===== src/rtl/mem_stage_lsu_pkg.sv =====
// Shared RV32I pipeline types: memory access width and LSU state encodings.
// Also holds the store lane formatter used by the MEM-stage LSU.
package rv32i_types;

    typedef enum logic [1:0] {
        mw_word = 2'd0,
        mw_byte = 2'd1,
        mw_half = 2'd2
    } mem_width_t;

    typedef enum logic [1:0] {
        IDLE = 2'd0,
        BUSY = 2'd1,
        DONE = 2'd2
    } lsu_state_t;

    typedef struct packed {
        logic [3:0]  wmask;
        logic [31:0] wdata;
    } store_fmt_t;

    // Encoding 3 is undefined in the control word and behaves as a word access.
    function automatic mem_width_t decode_width(input logic [1:0] t);
        case (t)
            2'd1:    return mw_byte;
            2'd2:    return mw_half;
            default: return mw_word;
        endcase
    endfunction

    // Store data is replicated across lanes so the byte enables alone pick the target bytes.
    function automatic store_fmt_t format_store(input mem_width_t w, input logic [1:0] off,
                                                input logic [31:0] rs2);
        store_fmt_t f;
        case (w)
            mw_byte: begin
                f.wmask = 4'b0001 << off;
                f.wdata = {4{rs2[7:0]}};
            end
            mw_half: begin
                f.wmask = off[1] ? 4'b1100 : 4'b0011;
                f.wdata = {2{rs2[15:0]}};
            end
            default: begin
                f.wmask = 4'b1111;
                f.wdata = rs2;
            end
        endcase
        return f;
    endfunction

endpackage


===== src/rtl/mem_stage_lsu_load_align.sv =====
// Combinational load formatter: picks the addressed byte/half/word out of a cache word and extends it.
// Shared with the writeback forwarding path, so it carries no state.
module lsu_load_align
    import rv32i_types::*;
#(
    parameter int XLEN = 32
) (
    input  logic [XLEN-1:0] rdata_i,
    input  logic [1:0]      off_i,
    input  mem_width_t      width_i,
    input  logic            unsigned_i,
    output logic [XLEN-1:0] data_o
);

    logic [7:0]  byte_sel;
    logic [15:0] half_sel;
    logic        byte_sign;
    logic        half_sign;

    always_comb begin
        case (off_i)
            2'd0:    byte_sel = rdata_i[7:0];
            2'd1:    byte_sel = rdata_i[15:8];
            2'd2:    byte_sel = rdata_i[23:16];
            default: byte_sel = rdata_i[31:24];
        endcase
    end

    // Halfword selection uses only off[1]; an odd offset is truncated.
    assign half_sel  = off_i[1] ? rdata_i[31:16] : rdata_i[15:0];
    assign byte_sign = ~unsigned_i & byte_sel[7];
    assign half_sign = ~unsigned_i & half_sel[15];

    always_comb begin
        case (width_i)
            mw_byte: data_o = {{(XLEN-8){byte_sign}}, byte_sel};
            mw_half: data_o = {{(XLEN-16){half_sign}}, half_sel};
            default: data_o = rdata_i;
        endcase
    end

endmodule


===== src/rtl/mem_stage_lsu.sv =====
// MEM-stage load/store unit: IDLE->BUSY->DONE held-request handshake, >=3 cycles accept to DONE; stall_o holds upstream until DONE.
// LSU_MISALIGN_TRAP_EN: misaligned half/word accesses skip the cache, finish with load_data_o=0 and raise misalign_o.
module mem_stage_lsu
    import rv32i_types::*;
#(
    parameter int XLEN = 32
) (
    input  logic            clk,
    input  logic            rst_n,
    input  logic            valid_i,
    input  logic            is_load_i,
    input  logic            is_store_i,
    input  logic [1:0]      load_type_i,
    input  logic            load_unsigned_i,
    input  logic [1:0]      store_type_i,
    input  logic [XLEN-1:0] addr_i,
    input  logic [XLEN-1:0] wdata_i,
    input  logic            pipe_advance_i,
    output logic            dmem_read,
    output logic            dmem_write,
    output logic [XLEN-1:0] dmem_addr,
    output logic [3:0]      dmem_wmask,
    output logic [XLEN-1:0] dmem_wdata,
    input  logic [XLEN-1:0] dmem_rdata,
    input  logic            dmem_resp,
    output logic            stall_o,
    output logic [XLEN-1:0] load_data_o,
`ifdef LSU_MISALIGN_TRAP_EN
    output logic            misalign_o,
`endif
    output logic            done_o
);

    lsu_state_t      state_q, state_d;
    logic            rd_q, rd_d;
    logic            wr_q, wr_d;
    logic            done_q, done_d;
    logic [XLEN-1:0] addr_q, addr_d;
    logic [3:0]      wmask_q, wmask_d;
    logic [XLEN-1:0] wdata_q, wdata_d;
    logic [1:0]      off_q, off_d;
    mem_width_t      lwid_q, lwid_d;
    logic            luns_q, luns_d;
    logic [XLEN-1:0] ldata_q, ldata_d;
`ifdef LSU_MISALIGN_TRAP_EN
    logic            mis_q, mis_d;
    logic            misaligned;
    mem_width_t      acc_width;
`endif

    logic            mem_op;
    logic            is_wr;
    store_fmt_t      st_fmt;
    logic [XLEN-1:0] fmt_rdata;

    assign mem_op = valid_i & (is_load_i | is_store_i);
    // A control word with both bits set is handled as a store.
    assign is_wr  = is_store_i;
    assign st_fmt = format_store(decode_width(store_type_i), addr_i[1:0], wdata_i);

`ifdef LSU_MISALIGN_TRAP_EN
    assign acc_width  = is_wr ? decode_width(store_type_i) : decode_width(load_type_i);
    assign misaligned = ((acc_width == mw_half) & addr_i[0]) |
                        ((acc_width == mw_word) & (addr_i[1:0] != 2'b00));
`endif

    lsu_load_align #(.XLEN(XLEN)) u_load_align (
        .rdata_i   (dmem_rdata),
        .off_i     (off_q),
        .width_i   (lwid_q),
        .unsigned_i(luns_q),
        .data_o    (fmt_rdata)
    );

    always_comb begin
        state_d = state_q;
        rd_d    = rd_q;
        wr_d    = wr_q;
        done_d  = done_q;
        addr_d  = addr_q;
        wmask_d = wmask_q;
        wdata_d = wdata_q;
        off_d   = off_q;
        lwid_d  = lwid_q;
        luns_d  = luns_q;
        ldata_d = ldata_q;
`ifdef LSU_MISALIGN_TRAP_EN
        mis_d   = mis_q;
`endif
        case (state_q)
            IDLE: begin
                if (mem_op) begin
                    addr_d  = {addr_i[XLEN-1:2], 2'b00};
                    off_d   = addr_i[1:0];
                    lwid_d  = decode_width(load_type_i);
                    luns_d  = load_unsigned_i;
                    wmask_d = is_wr ? st_fmt.wmask : 4'b1111;
                    wdata_d = is_wr ? st_fmt.wdata : wdata_i;
`ifdef LSU_MISALIGN_TRAP_EN
                    if (misaligned) begin
                        ldata_d = '0;
                        mis_d   = 1'b1;
                        done_d  = 1'b1;
                        state_d = DONE;
                    end else begin
                        rd_d    = ~is_wr;
                        wr_d    = is_wr;
                        state_d = BUSY;
                    end
`else
                    rd_d    = ~is_wr;
                    wr_d    = is_wr;
                    state_d = BUSY;
`endif
                end
            end
            BUSY: begin
                if (dmem_resp) begin
                    rd_d    = 1'b0;
                    wr_d    = 1'b0;
                    ldata_d = fmt_rdata;
                    done_d  = 1'b1;
                    state_d = DONE;
                end
            end
            DONE: begin
                if (pipe_advance_i) begin
                    done_d  = 1'b0;
`ifdef LSU_MISALIGN_TRAP_EN
                    mis_d   = 1'b0;
`endif
                    state_d = IDLE;
                end
            end
            default: begin
                rd_d    = 1'b0;
                wr_d    = 1'b0;
                done_d  = 1'b0;
                state_d = IDLE;
            end
        endcase
    end

    always_ff @(posedge clk) begin
        if (!rst_n) begin
            state_q <= IDLE;
            rd_q    <= 1'b0;
            wr_q    <= 1'b0;
            done_q  <= 1'b0;
            addr_q  <= '0;
            wmask_q <= 4'b0000;
            wdata_q <= '0;
            off_q   <= 2'b00;
            lwid_q  <= mw_word;
            luns_q  <= 1'b0;
            ldata_q <= '0;
`ifdef LSU_MISALIGN_TRAP_EN
            mis_q   <= 1'b0;
`endif
        end else begin
            state_q <= state_d;
            rd_q    <= rd_d;
            wr_q    <= wr_d;
            done_q  <= done_d;
            addr_q  <= addr_d;
            wmask_q <= wmask_d;
            wdata_q <= wdata_d;
            off_q   <= off_d;
            lwid_q  <= lwid_d;
            luns_q  <= luns_d;
            ldata_q <= ldata_d;
`ifdef LSU_MISALIGN_TRAP_EN
            mis_q   <= mis_d;
`endif
        end
    end

    // The request drops in the response cycle itself so the cache never sees a second beat.
    assign dmem_read   = rd_q & ~dmem_resp;
    assign dmem_write  = wr_q & ~dmem_resp;
    assign dmem_addr   = addr_q;
    assign dmem_wmask  = wmask_q;
    assign dmem_wdata  = wdata_q;
    assign load_data_o = ldata_q;
    assign done_o      = done_q;
    assign stall_o     = mem_op & (state_q != DONE);
`ifdef LSU_MISALIGN_TRAP_EN
    assign misalign_o  = mis_q;
`endif

endmodule


===== config.mk =====
export PLATFORM = sky130hd
export DESIGN_NAME = mem_stage_lsu
export DESIGN_NICKNAME = d
export VERILOG_FILES = /design/src/rtl/mem_stage_lsu_pkg.sv /design/src/rtl/mem_stage_lsu_load_align.sv /design/src/rtl/mem_stage_lsu.sv
export SDC_FILE = /design/constraint.sdc
export NUM_CORES = 1
export LEC_CHECK = 0
export BUFFER_PORTS_ARGS = -buffer_cell sky130_fd_sc_hd__buf_4
export CAP_MARGIN = 25
export CORE_ASPECT_RATIO = 1.4
export CORE_MARGIN = 1
export CORE_UTILIZATION = 51
export CTS_BUF_LIST = sky130_fd_sc_hd__clkbuf_16
export DETAILED_ROUTE_END_ITERATION = 7
export GPL_TIMING_DRIVEN = 0
export PLACE_DENSITY = 0.85
export SYNTH_ARGS = -nofsm -noshare
export SYNTH_HDL_FRONTEND = slang
export SYNTH_SLANG_ARGS = --single-unit

===== constraint.sdc =====
create_clock -name clk -period 3.19 [get_ports clk]
set_input_delay 0.319 -clock clk [delete_from_list [all_inputs] [get_ports clk]]
set_output_delay 0.319 -clock clk [all_outputs]
set_load 0.02 [all_outputs]

; After elaboration in Yosys (flattened, before gate mapping)
; Cells that the tools add are included.
[op_classes]
n_eq_ne = 16
muxes = 21
n_shift = 1
bitwise_logic = 12
n_reduce_logical = 7
[ops]
columns = op, count
row1 = $pmux W36 S2, 1
row2 = $pmux W32 S2, 1
row3 = $mux W32, 1
row4 = $pmux W8 S3, 1
row5 = $mux W16, 1
row6 = $eq A2 B1 Y1 const B, 6
row7 = $eq A2 B2 Y1 const B, 6
row8 = $pmux W1 S3, 3
row9 = $reduce_and A3 Y1, 3
row10 = $mux W4, 2
row11 = $ne A2 B2 Y1 const B, 4
row12 = $pmux W2 S2, 2
row13 = $and A1 B1 Y1, 6
row14 = $mux W2, 3
row15 = $pmux W2 S3, 1
row16 = $mux W1, 5
row17 = $not A1 Y1, 5
row18 = $logic_not A2 Y1, 2
row19 = $reduce_and A2 Y1, 2
row20 = $shl A1 B2 Y4 const A, 1
row21 = $or A1 B1 Y1, 1
[totals]
in_bits = 108
wordCells = 68
output_inout_bits = 104
regBits = 108

; Logic depth before layout (Yosys ltp)
[depth]
ltp_word = 5
mapped_depth = 8
mapped_depth_nobuf = 6

; Hierarchy
; Synthesis repeated with hierarchy kept, for this count alone.
[unflattened]
cells_unflattened = 638
hier_area_um2 = 5079.9
[by_module_without_submodules]
columns = mod, area_each_um2, seq_area_each_um2, cells_each, instances
row1 = mem_stage_lsu, 4367.9, 2162.1, 525, 1
row2 = lsu_load_align, 711.9, 0.0, 113, 1

; Least setup slack after synthesis
; OpenSTA, ideal clock, no wires.
[synth_timing]
path_type = register -> register
start = reg lwid_q[1]
end = reg ldata_q[16], in the netlist load_data_o[16]
synth_period_minus_slack_ps = 1671
path_buffers = 2
path_stages_with_launch = 9
setup_slack_ps = 1519
arrival_time_ps = 1538
required_time_ps = 3057
setup_time_ps = 133
cell_sequence = dfxtp_1 > inv_1 > ha_1 > and2_1 > buf_1 > o21a_1 > o2111ai_4 > buf_6 > o21ai_2
[synth_between]
elab_chain_len = 2
elab_cells_between_ends = 3
cone_classes = eq/ne: 2 / mux: 1
[synth_lines]
columns = item, line
row1 = start: declaration, mem_stage_lsu.sv:42  ; mem_width_t lwid_q, lwid_d;
row2 = start signal: assignment, mem_stage_lsu.sv:154  ; lwid_q <= mw_word;
row3 = start signal: assignment, mem_stage_lsu.sv:169  ; lwid_q <= lwid_d;
row4 = $eq A2 B2 Y1 or $eq A2 B1 Y1 (tied branches), mem_stage_lsu_load_align.sv:35  ; case (width_i)
row5 = $pmux W32 S2 *, mem_stage_lsu_load_align.sv:35
row6 = end signal: assignment, mem_stage_lsu.sv:171  ; ldata_q <= ldata_d;
row7 = end: declaration, mem_stage_lsu.sv:44  ; logic [XLEN-1:0] ldata_q, ldata_d;
; Every way passes the cells marked *; elsewhere a longest branch is shown, timed or not.
; A chain may end at the register's enable or synchronous reset.

; Worst setup path after layout
[layout_timing]
start = reg lwid_q[0]
end = reg ldata_q[10], in the netlist load_data_o[10]
; Same word-level chain as after synthesis.

==> reports/results.tsv <==
stage	metric	value	unit
status	status	finished with violations	
status	violations	design-rule violations	
synthesis	yosysWarnings	0	
layout	mostFrequentLayoutCell	buf_4	
synthesis	ys_ff_latch	108	
cts	clkLatencyLatePin	350	ps
routing	antenna_left	0	
synthesis	synthMuxAreaShare	2.403	%
sta	setup_violations	0	
flow_run	max_cap_violations	0	
layout	diodes	0	
floorplanning	fp.dieW	83.91	um
critical_path	critPathMaxStageDelay	360	ps
sta	setup_tns	0	ps
layout	nets	905	
critical_path	cp_top_family	buffers and inverters	
place	port_buffers	208	
sta	layout_min_cycle_time	2051	ps
cts	cts_resized	0	
global_route	grt_pass1_vias	5062	
synthesis	synth_compound_area_share	26.49	%
synthesis	synthAdderAreaFrac	1.045	%
synthesis	synth-edff-count	0	
synthesis	synthTopCellsByArea	dfxtp_1, nand2_1, o21ai_0	
routing	vias	5227	
routing	wl_met1	5628	um
routing	drt_iter0_drc	283	
floorplanning	ioPinCount	212	
synthesis	syn_area_per_cell	8.359	sq um
routing	wl_met2	8069	um
synthesis	synthArstFlopShare	0	%
cts	clkSinkCount	108	
pwr	leakagePower	2.951	nW
cts	cts_tree	yes	
critical_path	cp_cell_sequence	inv_1, ha_1, buf_2, inv_1, clkbuf_1, o21ai_0, a221oi_2	
layout	final_area	6771	sq um
routing	detail_route.first_pass.iterations	7	
synthesis	ys_seq_area_share	45.14	%
global_route	grt_overflow	0	
cts	htree_levels	3	
synthesis	syn_area	4790	sq um
synthesis	yosysTopAreaCellShare	45.14	%
pwr	ir_drop	376.7	uV
routing	viasPerCell	5.782	
synthesis	postSynthCellCount	573	
layout	final_cell_mix	buf_4, nand2_1, dfxtp_1	
synthesis	synth_top_family_by_area	compound AO/OA/AOI/OAI gates	
critical_path	crit_arrival	2310	ps
sta	maxSlewHeadroom	56.76	%
place	hpwlAfterDp	12070	um
synthesis	synth-xor-area-share	0	%
cts	postCtsSetupRepairBufs	0	
sta	max_freq	0.4875	GHz
cts	root_buffer	clkbuf_16	
routing	wl	15610	um
global_route	grt_max_degree	17	
cts	holdBufCountCts	0	
synthesis	yosysTopAreaCell	dfxtp_1	
critical_path	cpMostUsedCell	inv_1	
sta	rsz0062_at_grt	false	
layout	area_growth	41.38	%
global_route	grt_pass1_wl	23950	um
min_path	hold_class	in2reg	
place	finalWeightedCongestion	0.9180	
sta	skew	8.745	ps
sta	worstMarginPinSlew	648.6	ps
routing	drc	30	
global_route	grt_antenna_before_repair	0	
routing	wire_per_inst	17.26	um
cts	ctsLongestPathBuffers	2	
cts	cts_buffers	9	
layout	layout-drive-gt1-share	35.26	%
sta	slew_violations	0	
pwr	powerDensity	479.9	nW/um^2
synthesis	ys_types	46	
floorplanning	core_area	9080	sq um
sta	finalWorstSetupSlack	1139	ps
critical_path	cp-end-kind	flip-flop	
place	dpl_cell_area	6489	sq um
critical_path	cpMaxStageDelayCell	clkbuf_1	
critical_path	path_buf_inv	4	
sta	period_share	64.31	%
synthesis	synth-simple-area-share	18.39	%
floorplanning	dieHeight	116.7	um
sta	holdWs	217.3	ps
critical_path	start_kind	flip-flop	
cts	clk_pin_slew	70	ps
routing	maxUsedRoutingLayer	met4	
routing	wl_met3	1239	um
floorplanning	dieArea	9789	sq um
place	pre_cts_ws	1175	ps
global_route	track_usage	31.19	%
synthesis	synthFlopType	dfxtp_1	
critical_path	crit_type	reg2reg	
floorplanning	start_util	52.75	%
floorplanning	row_count	41	
critical_path	worstPathMaxFanout	10	
sta	hold_violations	0	
critical_path	cp_data_required_time	3450	ps
==> state kept, by name, indices dropped and copies added, names as in the netlist <==
| register | cells |
|---|---|
| state_q | 2 |
| rd_q | 1 |
| luns_q | 1 |
| dmem_wmask | 4 |
| off_q | 2 |
| lwid_q | 2 |
| wr_q | 1 |
| dmem_addr | 30 |
| load_data_o | 32 |
| dmem_wdata | 32 |
| done_o | 1 |
==> kinds of logic (layout without fill, tap and decap cells) <==
group,count (synthesis),in the layout
compound gates,197,197
simple gates,189,189
flops,108,108
buf+inv,64,287
mux,10,10
fa+ha+maj,4,4
other cells,1,2
==> tightest hold or removal path: stages <==
cell	delay, ps
buf_4	110
nand2_1	40
a21oi_1	50
==> where the power goes <==
part           internal, mW  switching, mW  total, mW
logic                 0.297          0.386      0.684
registers              1.43         0.0467       1.48
clock network         0.598          0.491       1.09
total                  2.33          0.925       3.25
==> synth_stat cells (2+ instances only) <==
master and number:
nand2_1 111, dfxtp_1 108, o21ai_0 66, a21oi_1 65
clkbuf_1 24, nand3_1 21, buf_2 20, nor2_1 16
a221oi_1 14, and3_1 13, a221o_1 8, mux2_2 8
o21ai_2 8, a221oi_2 7, inv_1 7, a22oi_1 6
o221ai_1 6, nor2b_1 5, or3_1 5, a31oi_1 4
buf_6 4, ha_1 4, nand2b_1 4, a21o_1 3
buf_1 3, buf_4 3, nand2_2 3, nand3b_1 3
o21ai_1 3, a2bb2oi_1 2, and2_1 2, and3b_1 2
clkbuf_2 2
==> worst paths after layout <==
path / from / slack (ps) / endpoint / cells past startpoint
setup reg to reg: lwid_q[0]$_SDFFE_PN0P_ / 1140 / load_data_o[10]$_SDFFE_PN0P_ / 7
setup / recovery: lwid_q[0]$_SDFFE_PN0P_ / 1140 / load_data_o[10]$_SDFFE_PN0P_ / 7
hold / removal: addr_i[29] / 220 / dmem_addr[29]$_SDFFE_PN0P_ / 3
hold reg to reg: dmem_addr[4]$_SDFFE_PN0P_ / 460 / dmem_addr[4]$_SDFFE_PN0P_ / 2
==> final cells by class <==
| type | count | area (sq um) |
|---|---|---|
| Multi-Input combinational cell | 402 | 2322 |
| Fill cell | 704 | 2308 |
| Sequential cell | 108 | 2162 |
| Timing Repair Buffer | 208 | 1562 |
| Buffer | 56 | 279.0 |
| Clock buffer | 9 | 225.2 |
| Tap cell | 107 | 133.9 |
| Clock inverter | 6 | 57.56 |
| Inverter | 8 | 30.03 |
==> through the flow <==
stage | instances | power [mW] | utilization, %
final | 904 | 3.250 | 74.58
after global routing | 904 | 3.372 | 74.58
after CTS | 904 | 3.250 | 74.58
after detailed placement | 889 | 2.181 | 71.46
after global placement | 889 | 2.163 | 71.46
after floorplan | 574 | 1.856 | -
==> metal layers <==
layer	global-route usage, %	vias to the layer above
met5	0	-
met1	32.80	2445
li1	-	2463
met3	7.208	49
met4	17.36	0
met2	57.70	270
Note: power is estimated with default switching activity, not from simulation.
